`src/rtl/ram_bist.sv`:
```
// March-style built-in self-test initiator for a single-port synchronous RAM.
// Runs w(BG) up, r(BG)w(~BG) up, r(~BG)w(BG) down, r(BG) up, and stops on the
// first mismatching read, recording where it happened and what was seen.
module ram_bist #(
    parameter int                    ADDR_WIDTH = 10,
    parameter int                    DATA_WIDTH = 8,
    parameter logic [DATA_WIDTH-1:0] BACKGROUND = 8'h55
) (
    input  logic                  clk,
    input  logic                  rst,
    input  logic                  start,
    output logic                  ram_en,
    output logic [ADDR_WIDTH-1:0] ram_address,
    output logic [DATA_WIDTH-1:0] ram_datain,
    input  logic [DATA_WIDTH-1:0] ram_dataout,
    output logic                  busy,
    output logic                  done,
    output logic                  pass,
    output logic [1:0]            fail_element,
    output logic [ADDR_WIDTH-1:0] fail_address,
    output logic [DATA_WIDTH-1:0] fail_expected,
    output logic [DATA_WIDTH-1:0] fail_actual
);

    typedef enum logic [3:0] {
        IDLE, E0_W, E1_R, E1_W, E2_R, E2_W, E3_R, E3_C, DONE
    } state_t;

    localparam logic [ADDR_WIDTH-1:0] LAST_ADDR = '1;
    localparam logic [ADDR_WIDTH-1:0] ONE_ADDR  = ADDR_WIDTH'(1);

    state_t                  state_q, state_d;
    logic [ADDR_WIDTH-1:0]   addr_q, addr_d;
    logic                    pass_q, pass_d;
    logic [1:0]              failElement_q, failElement_d;
    logic [ADDR_WIDTH-1:0]   failAddress_q, failAddress_d;
    logic [DATA_WIDTH-1:0]   failExpected_q, failExpected_d;
    logic [DATA_WIDTH-1:0]   failActual_q, failActual_d;
    logic                    enD;
    logic [DATA_WIDTH-1:0]   dataD;
    logic                    cmpEn;
    logic [DATA_WIDTH-1:0]   cmpExpected;
    logic [1:0]              cmpElement;

    // State, address counter and result registers with synchronous reset
    always_ff @(posedge clk) begin
        if (rst) begin
            state_q        <= IDLE;
            addr_q         <= '0;
            pass_q         <= 1'b0;
            failElement_q  <= '0;
            failAddress_q  <= '0;
            failExpected_q <= '0;
            failActual_q   <= '0;
        end else begin
            state_q        <= state_d;
            addr_q         <= addr_d;
            pass_q         <= pass_d;
            failElement_q  <= failElement_d;
            failAddress_q  <= failAddress_d;
            failExpected_q <= failExpected_d;
            failActual_q   <= failActual_d;
        end
    end

    // March sequencing; a compare mismatch overrides the element's write and ends the run
    always_comb begin
        state_d        = state_q;
        addr_d         = addr_q;
        pass_d         = pass_q;
        failElement_d  = failElement_q;
        failAddress_d  = failAddress_q;
        failExpected_d = failExpected_q;
        failActual_d   = failActual_q;
        enD            = 1'b0;
        dataD          = '0;
        cmpEn          = 1'b0;
        cmpExpected    = '0;
        cmpElement     = 2'd0;

        case (state_q)
            IDLE, DONE: begin
                if (start) begin
                    state_d        = E0_W;
                    addr_d         = '0;
                    pass_d         = 1'b0;
                    failElement_d  = '0;
                    failAddress_d  = '0;
                    failExpected_d = '0;
                    failActual_d   = '0;
                end
            end
            E0_W: begin
                enD   = 1'b1;
                dataD = BACKGROUND;
                if (addr_q == LAST_ADDR) begin
                    state_d = E1_R;
                    addr_d  = '0;
                end else begin
                    addr_d = addr_q + ONE_ADDR;
                end
            end
            E1_R: state_d = E1_W;
            E1_W: begin
                cmpEn       = 1'b1;
                cmpExpected = BACKGROUND;
                cmpElement  = 2'd1;
                enD         = 1'b1;
                dataD       = ~BACKGROUND;
                if (addr_q == LAST_ADDR) begin
                    state_d = E2_R;
                end else begin
                    state_d = E1_R;
                    addr_d  = addr_q + ONE_ADDR;
                end
            end
            E2_R: state_d = E2_W;
            E2_W: begin
                cmpEn       = 1'b1;
                cmpExpected = ~BACKGROUND;
                cmpElement  = 2'd2;
                enD         = 1'b1;
                dataD       = BACKGROUND;
                if (addr_q == '0) begin
                    state_d = E3_R;
                end else begin
                    state_d = E2_R;
                    addr_d  = addr_q - ONE_ADDR;
                end
            end
            E3_R: state_d = E3_C;
            E3_C: begin
                cmpEn       = 1'b1;
                cmpExpected = BACKGROUND;
                cmpElement  = 2'd3;
                if (addr_q == LAST_ADDR) begin
                    state_d = DONE;
                    addr_d  = '0;
                    pass_d  = 1'b1;
                end else begin
                    state_d = E3_R;
                    addr_d  = addr_q + ONE_ADDR;
                end
            end
            default: begin
                state_d = IDLE;
                addr_d  = '0;
            end
        endcase

        if (cmpEn && (ram_dataout != cmpExpected)) begin
            state_d        = DONE;
            addr_d         = '0;
            pass_d         = 1'b0;
            enD            = 1'b0;
            dataD          = '0;
            failElement_d  = cmpElement;
            failAddress_d  = addr_q;
            failExpected_d = cmpExpected;
            failActual_d   = ram_dataout;
        end
    end

    // RAM port is gated by reset so nothing is written while reset is asserted
    always_comb begin
        ram_en      = enD & ~rst;
        ram_datain  = rst ? '0 : dataD;
        ram_address = addr_q;
    end

    // Status outputs derived from the registered state
    always_comb begin
        busy          = (state_q != IDLE) && (state_q != DONE);
        done          = (state_q == DONE);
        pass          = pass_q;
        fail_element  = failElement_q;
        fail_address  = failAddress_q;
        fail_expected = failExpected_q;
        fail_actual   = failActual_q;
    end

endmodule
```
`config.mk`:
```
export PLATFORM = sky130hd
export DESIGN_NAME = ram_bist
export DESIGN_NICKNAME = d
export VERILOG_FILES = /design/src/rtl/ram_bist.sv
export SDC_FILE = /design/constraint.sdc
export NUM_CORES = 1
export LEC_CHECK = 0
export ABC_AREA = 1
export CELL_PAD_IN_SITES_DETAIL_PLACEMENT = 1
export CELL_PAD_IN_SITES_GLOBAL_PLACEMENT = 1
export CORE_MARGIN = 4
export CORE_UTILIZATION = 35
export DETAILED_ROUTE_END_ITERATION = 10
export PLACE_DENSITY = 0.86
export RECOVER_POWER = 100
export REMOVE_ABC_BUFFERS = 1
export SETUP_SLACK_MARGIN = 0.02
export SLEW_MARGIN = 20
export SYNTH_ARGS = -nofsm -noshare
export SYNTH_HDL_FRONTEND = slang
export SYNTH_SLANG_ARGS = --single-unit
```
`constraint.sdc`:
```
create_clock -name clk -period 2.3 [get_ports clk]
set_input_delay 0.23 -clock clk [delete_from_list [all_inputs] [get_ports clk]]
set_output_delay 0.23 -clock clk [all_outputs]
set_load 0.1 [all_outputs]
```
=== Word level (Yosys, flattened, before mapping) ===
Cells that the tools add are included.

* Register bits: 43
* Bits in latches: 0
* Memory bits (writable): 0
* Bits in read-only memories: 0
* Logic and storage cells: 84
* Memories: 0

* Add/subtract/negate cells: 2
* $mul: 0
* Divide/modulo/power cells: 0
* Order comparisons: 0
* Equal/unequal tests: 18
* Shift operators: 0
* Mux-type cells: 32
* Bitwise operators: 3
* Reduce and logical (&&, ||, !) cells: 21

{| class="wikitable"
|+ Operator list
! cell !! number
|-
| two-way mux 10 bit || 6
|-
| case mux 10 bit (5 select lines) || 1
|-
| two-way mux 8 bit || 6
|-
| case mux 4 bit (8 select lines) || 1
|-
| case mux 8 bit (2 select lines) || 2
|-
| == test 4 x 3 -> 1 bit (second input constant) || 4
|-
| two-way mux 4 bit || 4
|-
| adder 10 x 1 -> 10 bit (second input constant) || 1
|-
| == test 10 bit (second input constant) || 1
|-
| zero test 10 bit || 1
|-
| inequality test 2 bit (second input constant) || 5
|-
| OR reduction 2 bit || 5
|-
| subtractor 10 x 1 -> 10 bit (second input constant) || 1
|-
| OR reduction 3 bit || 3
|-
| == test 4 x 2 -> 1 bit (second input constant) || 2
|-
| two-way mux 2 bit || 4
|-
| inequality test 8 bit || 1
|-
| inequality test 3 bit (second input constant) || 2
|-
| case mux 2 bit (3 select lines) || 1
|-
| AND reduction 2 bit || 3
|-
| nonzero test 2 bit || 3
|-
| two-way mux 1 bit || 5
|-
| == test 4 x 1 -> 1 bit (second input constant) || 1
|-
| == test 4 bit (second input constant) || 1
|-
| other kinds (10) || 12
|}

=== Longest topological paths before layout ===
Gate-level depths: netlist of run 1.

* Word-level depth: 7
* Gate-level depth with buffers: 13
* Mapped depth without buffers: 12

=== Least setup slack after synthesis of run 1 ===
OpenSTA, ideal clock, no wires.

* Kind: reg-to-output
* Start point: register state_q[0]
* End point: output ram_datain[2]
* Data arrival time: 3.040 ns
* Data required time: 2.070 ns
* Setup slack: -0.970 ns
* Cell stages (with the launch flop): 13
* Path through: dfxtp_1 -> nand2_1 -> inv_2 -> nand2_4 -> inv_2 -> nand2_1 -> nand2_1 -> nand2_4 -> nand2_8 -> nand2_4 -> buf_6 -> nor2_1 -> buf_4

* Word-level cells in the longest chain between the ends: 7

{| class="wikitable"
|+ RTL lines
! what !! line !! text
|-
| start, declared || 32 || <nowiki>state_t state_q, state_d;</nowiki>
|-
| start signal, assigned || 56 || <nowiki>state_q <= state_d;</nowiki>
|-
| == test 4 x 3 -> 1 bit or == test 4 x 2 -> 1 bit (tied branches) || 81 || <nowiki>case (state_q)</nowiki>
|-
| OR reduction 2 bit (no line) || - ||
|-
| case mux 8 bit (2 select lines) || 81 ||
|-
| inequality test 8 bit || 151 || <nowiki>if (cmpEn && (ram_dataout != cmpExpected)) begin</nowiki>
|-
| logical AND 1 bit || 151 ||
|-
| two-way mux 8 bit (*) || 151 ||
|-
| two-way mux 8 bit (*) || 167 || <nowiki>ram_datain = rst ? '0 : dataD;</nowiki>
|-
| end, declared || 14 || <nowiki>output logic [DATA_WIDTH-1:0] ram_datain,</nowiki>
|}

Every way passes the cells marked *; elsewhere a longest branch is shown, timed or not.

=== Worst setup path after layout of run 1 ===
* Start point: register state_q[1]
* End point: output ram_datain[5]

Same word-level chain as after synthesis.

==> metrics.md, run 1 <==
| Metric | Value |
|---|---|
| Status | `finished clean` |
| Reg2Reg Launch Point | `ram_address[0]` |
| Area grow syn2layout | `16.88%` |
| Worst r2r path cells | `8` |
| Dpl hpwl | `6348 microns` |
| Fin. Hold Viols | `0` |
| Die width | `93.73 microns` |
| Slew HR | `0.1996` |
| WHS Endpoint | `fail_address[1]` |
| Rows | `30` |
| RSZ-0062 raised after global routing | `false` |
| Critical setup path kind | `flip-flop to output pin` |
| Buf/Inv on CP | `5` |
| Synthesized instance count | `365` |
| Worst Setup End Kind | `output pin` |
| Yosys top cell area share | `0.2879` |
| Register area | `745.7 sq um` |
| Fmax | `476.1 MHz` |
| Minimum clock period | `2100 ps` |
| Initial antenna violation count | `0` |
| Vias | `roughly 2,700` |
| Crit-path max cell delay | `approximately 360 ps` |
| WL final | `between 8000 and 9000 microns` |
| Worst-path fanout max | `5` |
| Clk pin slew, worst setup/hold paths | `80 ps` |
| Hold Crit Class | `flip-flop to flip-flop` |
| Critical Path RT | `2070 ps` |
| Slew Viols, Final | `0` |
| First-pass GRT wire length | `13,350 microns` |
| GR Overflow Total | `0` |
| Area contributors post-synth | `dfxtp_1 29%, nand2_1 12%, nand3_1 11%` |
| Syn_area_per_cell | `7.048 sq um` |
| Max VDD drop | `0.8588 mV` |
| Post-route DRC | `0` |
| H-Tree Level Count | `2` |
| Startpoint Class | `flip-flop` |
| Yosys top cell by area | `dfxtp_1` |
| GRT Resource Usage Total | `0.1879` |
| I/O pin count | `61` |
| Sequential area share after synthesis | `0.2879` |
| Most frequent cells in the layout | `83 x nand2_1, 71 x nand3_1, 34 x clkbuf_1` |
| # clock sinks | `37` |
| Actual slew at the worst max-slew pin | `1206 ps` |
| Mapped cell area | `2572 sq um` |
| Worst reg2reg setup slack | `280 ps` |
| DR WL/cell | `approximately 16 microns` |
| Antenna Cells | `0` |
| Initial Util | `0.3685` |
| Synthesized flop and latch total | `37` |
| Top FF cell, synth | `dfxtp_1` |
| Antenna-violating nets left | `0` |
| CTS Buf Count | `5` |
| Placed cell count | `507` |
| Multi-input logic area | `1401 sq um` |
| Final setup viols | `0` |
| Layout cells sized above 1 | `0.2019` |
| Vias in the first global route | `around 2,700` |
| GP Congestion | `0.8956` |
| CTS tree | `built` |
| Post-synth cell types | `31` |
| Filler cell count in the final layout | `953` |
| Slowest stage cell on the critical path | `dfxtp_2` |
| DIE AREA | `8785 sq um` |
| Number of synthesized flops with an enable pin | `0` |
| IO buf count | `60` |
| Nets | `about 430` |
| Ys Warns | `0` |
| Die H | `93.73 microns` |
| Latest clock arrival within the worst-skew pair | `290 ps` |
| Initial DRC Count | `96` |
| Worst-case hold slack | `480.1 ps` |
| Top cell family by delay on the critical path | `buffers and inverters` |
| Tcrit/Tclk final | `0.9131` |
| Clock root cell | `clkbuf_8` |
| First-pass DRT Iterations | `4` |
| Core outline area | `6982 sq um` |
| Pleak | `1.203 nW` |
| Cts hold-fix bufs | `0` |
| Critical path arrival | `1870 ps` |
| Total of max-cap violations | `0` |
| Clk_skew | `4.190 ps` |
| Leading cell type in the layout, fill and taps excluded | `nand2_1` |
| Crit path cell chain | `inv_4 -> nand2_1 -> inv_2 -> nand2_4 -> inv_2 -> nand2_1 -> nand2_1 -> nand2_4 -> nand2_8 -> nand3_1 -> inv_2 -> buf_4` |
| Post-route insts no fill | `between 500 and 600` |
| Setup_tns | `0 ps` |
| Hold_sp | `fail_address[1]` |
| Vias per cell | `between 5 and 6` |
| CTS max path bufs | `2` |
| WHS Path Cells | `2` |
| P per Cell Area | `between 700 and 800 nW/um^2` |
| Asr flop ratio synth | `0` |
| RR Endpoint | `ram_address[8]` |
| Largest net degree at the start of global routing | `24` |
-- through the flow --
step | worst slack [ps] | instance area (sq um) | power (mW) | utilization
final | 199.8 | 3007 | 2.386 | 0.4306
after global placement | 285.5 | 3186 | 1.943 | 0.4563
after global routing | 23.25 | 3007 | 2.512 | 0.4306
after CTS | 38.93 | 3268 | 2.430 | 0.4681
after floorplan | -4251 | 2350 | 1.544 | -
after detailed placement | 267.1 | 3186 | 1.966 | 0.4563
-- worst reg2reg max path, cell delays in order (launching register included) --
cell      delay (ps)
dfxtp_1          420
ha_1             240
nand2_1           70
nor2_1           260
nand4_1          220
nand3_2          250
clkinv_1         230
nand2_1          140
a21oi_1           70
-- state kept, by name, summed over array words and instances (netlist names) --
register	cells
pass	1
fail_expected	2
fail_address	10
state_q	4
fail_element	2
fail_actual	8
ram_address	10
-- report_power, final --
part	internal [mW]	switching, mW
clock network	0.211	0.247
logic	0.321	0.898
registers	0.670	0.0394
-- synthesized netlist by cell type (2+ instances only) --
cell type / number
nand2_1: 83
nand3_1: 57
dfxtp_1: 37
nor2_1: 28
a21oi_1: 22
inv_1: 22
nand3_2: 18
a21oi_2: 17
buf_4: 15
buf_2: 10
inv_2: 7
o21ai_0: 7
nand4_1: 5
nor2_4: 5
o211ai_1: 4
xor2_1: 4
ha_1: 3
nand2_2: 3
nand2_4: 3
buf_6: 2
buf_8: 2
clkbuf_1: 2
-- how the worst max path moves through the flow --
stage,startpoint,endpoint,cells after the start
3_3_place_gp,ram_dataout[3],ram_datain[7],10
4_1_cts,state_q[0],ram_datain[5],9
5_1_grt,state_q[1],ram_datain[6],13
6_report,state_q[1],ram_datain[5],12
2_1_floorplan,state_q[0],ram_datain[0],10
3_5_place_dp,ram_dataout[6],ram_datain[5],10
-- metal layers --
metal / global-route usage / part of all wire
met1: 0.2403 / 0.46
met2: 0.3247 / 0.49
met3: 0.03606 / 0.044
met4: 0.04452 / 0.013
met5: 0 / 0
-- kinds of logic after synthesis --
family	count (synthesis)	share of synthesized area
AND/OR/NAND/NOR	207	0.4183
buffers and inverters	61	0.1304
AO/OA/AOI/OAI	52	0.1318
flip-flops	37	0.2879
XOR/XNOR	5	0.01702
adder cells (fa/ha/maj)	3	0.01459
-- layout make-up --
class | instances | area share
multi-input cells | 267 | 0.4661
well taps | 96 | 0.03995
clock inverters | 2 | 0.003329
flip-flops and latches | 37 | 0.2480
repair buffers | 79 | 0.1802
inverters | 30 | 0.03829
clock buffers | 6 | 0.02414
-- what timing repair did --
item / 4_1_cts / 5_1_grt
endpoints found under the setup margin: 0 / 8
gates resized for setup: 0 / 6
setup buffers: 0 / 2
Power figures use the tool's default switching activity.
==> run 2: changes to the inputs <==
--- a/config.mk
+++ b/config.mk
@@ -6,12 +6,13 @@
 export NUM_CORES = 1
 export LEC_CHECK = 0
 export ABC_AREA = 1
+export ABC_CLOCK_PERIOD_IN_PS = 2300
 export CELL_PAD_IN_SITES_DETAIL_PLACEMENT = 1
 export CELL_PAD_IN_SITES_GLOBAL_PLACEMENT = 1
 export CORE_MARGIN = 4
 export CORE_UTILIZATION = 35
 export DETAILED_ROUTE_END_ITERATION = 10
-export PLACE_DENSITY = 0.86
+export PLACE_DENSITY = 0.79
 export RECOVER_POWER = 100
 export REMOVE_ABC_BUFFERS = 1
 export SETUP_SLACK_MARGIN = 0.02
@@ -19,3 +20,4 @@
 export SYNTH_ARGS = -nofsm -noshare
 export SYNTH_HDL_FRONTEND = slang
 export SYNTH_SLANG_ARGS = --single-unit
+export TNS_END_PERCENT = 50
==> metrics.md, run 2 (synthesis gave the netlist of run 1 again) <==
| Metric | Value |
|---|---|
| GRT Resource Usage Total | `0.1939` |
| Slew HR | `0.2042` |
| Actual slew at the worst max-slew pin | `1199 ps` |
| DR WL/cell | `between 15 and 20 microns` |
| Worst-case hold slack | `480.5 ps` |
| Die H | `93.73 microns` |
| Initial Util | `0.3685` |
| Final Util | `0.4348` |
| Worst Setup End Kind | `output pin` |
| Die width | `93.73 microns` |
| CTS Buf Count | `5` |
| Grt peak-use layer | `met2` |
| Register area | `roughly 750 sq um` |
| Met2 Use GR | `0.3300` |
| Fmax | `470.3 MHz` |
| Layout cells sized above 1 | `0.2005` |
| Setup WS pre-CTS | `235.3 ps` |
| Minimum clock period | `2126 ps` |
| IO buf count | `60` |
| H-Tree Level Count | `2` |
| Setup_tns | `0 ps` |
| Antenna-violating nets left | `0` |
| Crit path cell chain | `inv_4 -> nand2_1 -> inv_2 -> nand2_4 -> inv_1 -> nand2_1 -> nand2_1 -> nand2_4 -> nand2_8 -> nand2_4 -> nor2_1 -> buf_4 -> buf_12` |
| Dpl hpwl | `6231 microns` |
| Core outline area | `6982 sq um` |
| First-pass GRT wire length | `13,590 microns` |
| Met3 Resource Use GR | `0.03686` |
| Worst-path fanout max | `5` |
| Placed cell area | `3193 sq um` |
| Critical path arrival | `1900 ps` |
| Critical Path RT | `2070 ps` |
| Clock root cell | `clkbuf_8` |
| Initial antenna violation count | `0` |
| Vias in the first global route | `2,714` |
| Fin. Hold Viols | `0` |
| Critical setup path kind | `flip-flop to output pin` |
| Hold Crit Class | `flip-flop to flip-flop` |
| Hold_sp | `pass` |
| RSZ-0062 raised after global routing | `false` |
| Critical path origin | `state_q[1]` |
| Placed cell count | `between 500 and 600` |
| Pleak | `1.207 nW` |
| Final setup viols | `0` |
| Largest net degree at the start of global routing | `24` |
| I/O pin count | `61` |
| Initial DRC Count | `129` |
| Rows | `30` |
| Post-route DRC | `0` |
| Crit-path max cell delay | `360 ps` |
| Nets | `433` |
| CTS max path bufs | `2` |
| Area grow syn2layout | `18.00%` |
| GR Overflow Total | `0` |
| First-pass DRT Iterations | `4` |
| Latest clock arrival within the worst-skew pair | `290 ps` |
| Slowest stage cell on the critical path | `dfxtp_2` |
| Antenna Cells | `0` |
| Most frequent cells in the layout | `83 x nand2_1, 70 x nand3_1, 33 x dfxtp_1, 33 x clkbuf_1, 28 x nor2_1` |
| WL final | `8162 microns` |
| Slew Viols, Final | `0` |
| Clk_skew | `just under 7 ps` |
| Startpoint Class | `flip-flop` |
| Tot Pwr | `about 2.5 mW` |
| Tcrit/Tclk final | `0.9245` |
| Vias per cell | `slightly above 5` |
| Vias | `2,659` |
| Clk pin slew, worst setup/hold paths | `roughly 80 ps` |
| Leading cell type in the layout, fill and taps excluded | `nand2_1` |
| Total of max-cap violations | `0` |
| Filler cell count in the final layout | `965` |
| Fin area | `3035 sq um` |
| CTS tree | `built` |
| Status | `finished clean` |
| Max VDD drop | `approximately 0.56 mV` |
| Multi-input logic area | `1414 sq um` |
| P per Cell Area | `around 810 nW/um^2` |
| Met1 Track Usage GR | `0.2485` |
| # clock sinks | `37` |
| Reg2Reg Launch Point | `ram_address[1]` |
| Post-route insts no fill | `between 500 and 600` |
| GP Congestion | `about 0.86` |
| Final setup margin | `173.6 ps` |
| DIE AREA | `8785 sq um` |
-- run 2: cell types whose count changed in the layout (fill, tap and decap cells not counted), sizes merged --
cell / change
clkinv: -1
bufinv: +1
clkbuf: -2
-- run 2: worst paths after layout --
| kind | endpoint | slack [ps] | depth (start not counted) |
|---|---|---|---|
| hold reg to reg | pass | 480 | 2 |
| setup / recovery | ram_datain[4] | 170 | 13 |
| setup reg to reg | ram_address[1] | 260 | 8 |
| hold / removal | pass | 480 | 2 |
-- run 2: critical path: cells and delay by family, from the launching register on --
family / cells / cell delay [ps]
buffers and inverters: 5 / 610
DFF: 1 / 360
and+or+nand+nor: 8 / 620
-- run 2: area by class of cell --
| class | instances | share of cell area |
|---|---|---|
| Clock buffer | 5 | 0.02267 |
| Clock inverter | 2 | 0.01154 |
| Inverter | 30 | 0.03792 |
| Multi-Input combinational cell | 267 | 0.4658 |
| Sequential cell | 37 | 0.2457 |
| Tap cell | 96 | 0.03957 |
| Timing Repair Buffer | 78 | 0.1768 |
-- run 2: report_power, final --
part           switching [mW]  total [mW]  leakage (nW)  internal (mW)
logic                   0.874        1.17         0.853          0.299
clock network           0.250       0.565        0.0540          0.316
registers              0.0422       0.713         0.300          0.670
total                    1.17        2.45          1.21           1.29
-- run 2: layer usage --
layer / share of wire / vias to the layer above
met2: 0.49 / 52
met3: 0.036 / 10
met4: 0.012 / 0
li1: - / 1302
met1: 0.47 / 1295
met5: 0 / -
-- run 2: repair_timing --
action                                  CTS  global route
gates resized for setup                   0             6
hold buffers                              0             0
endpoints found under the setup margin    0             8
buffers inserted                          0             0
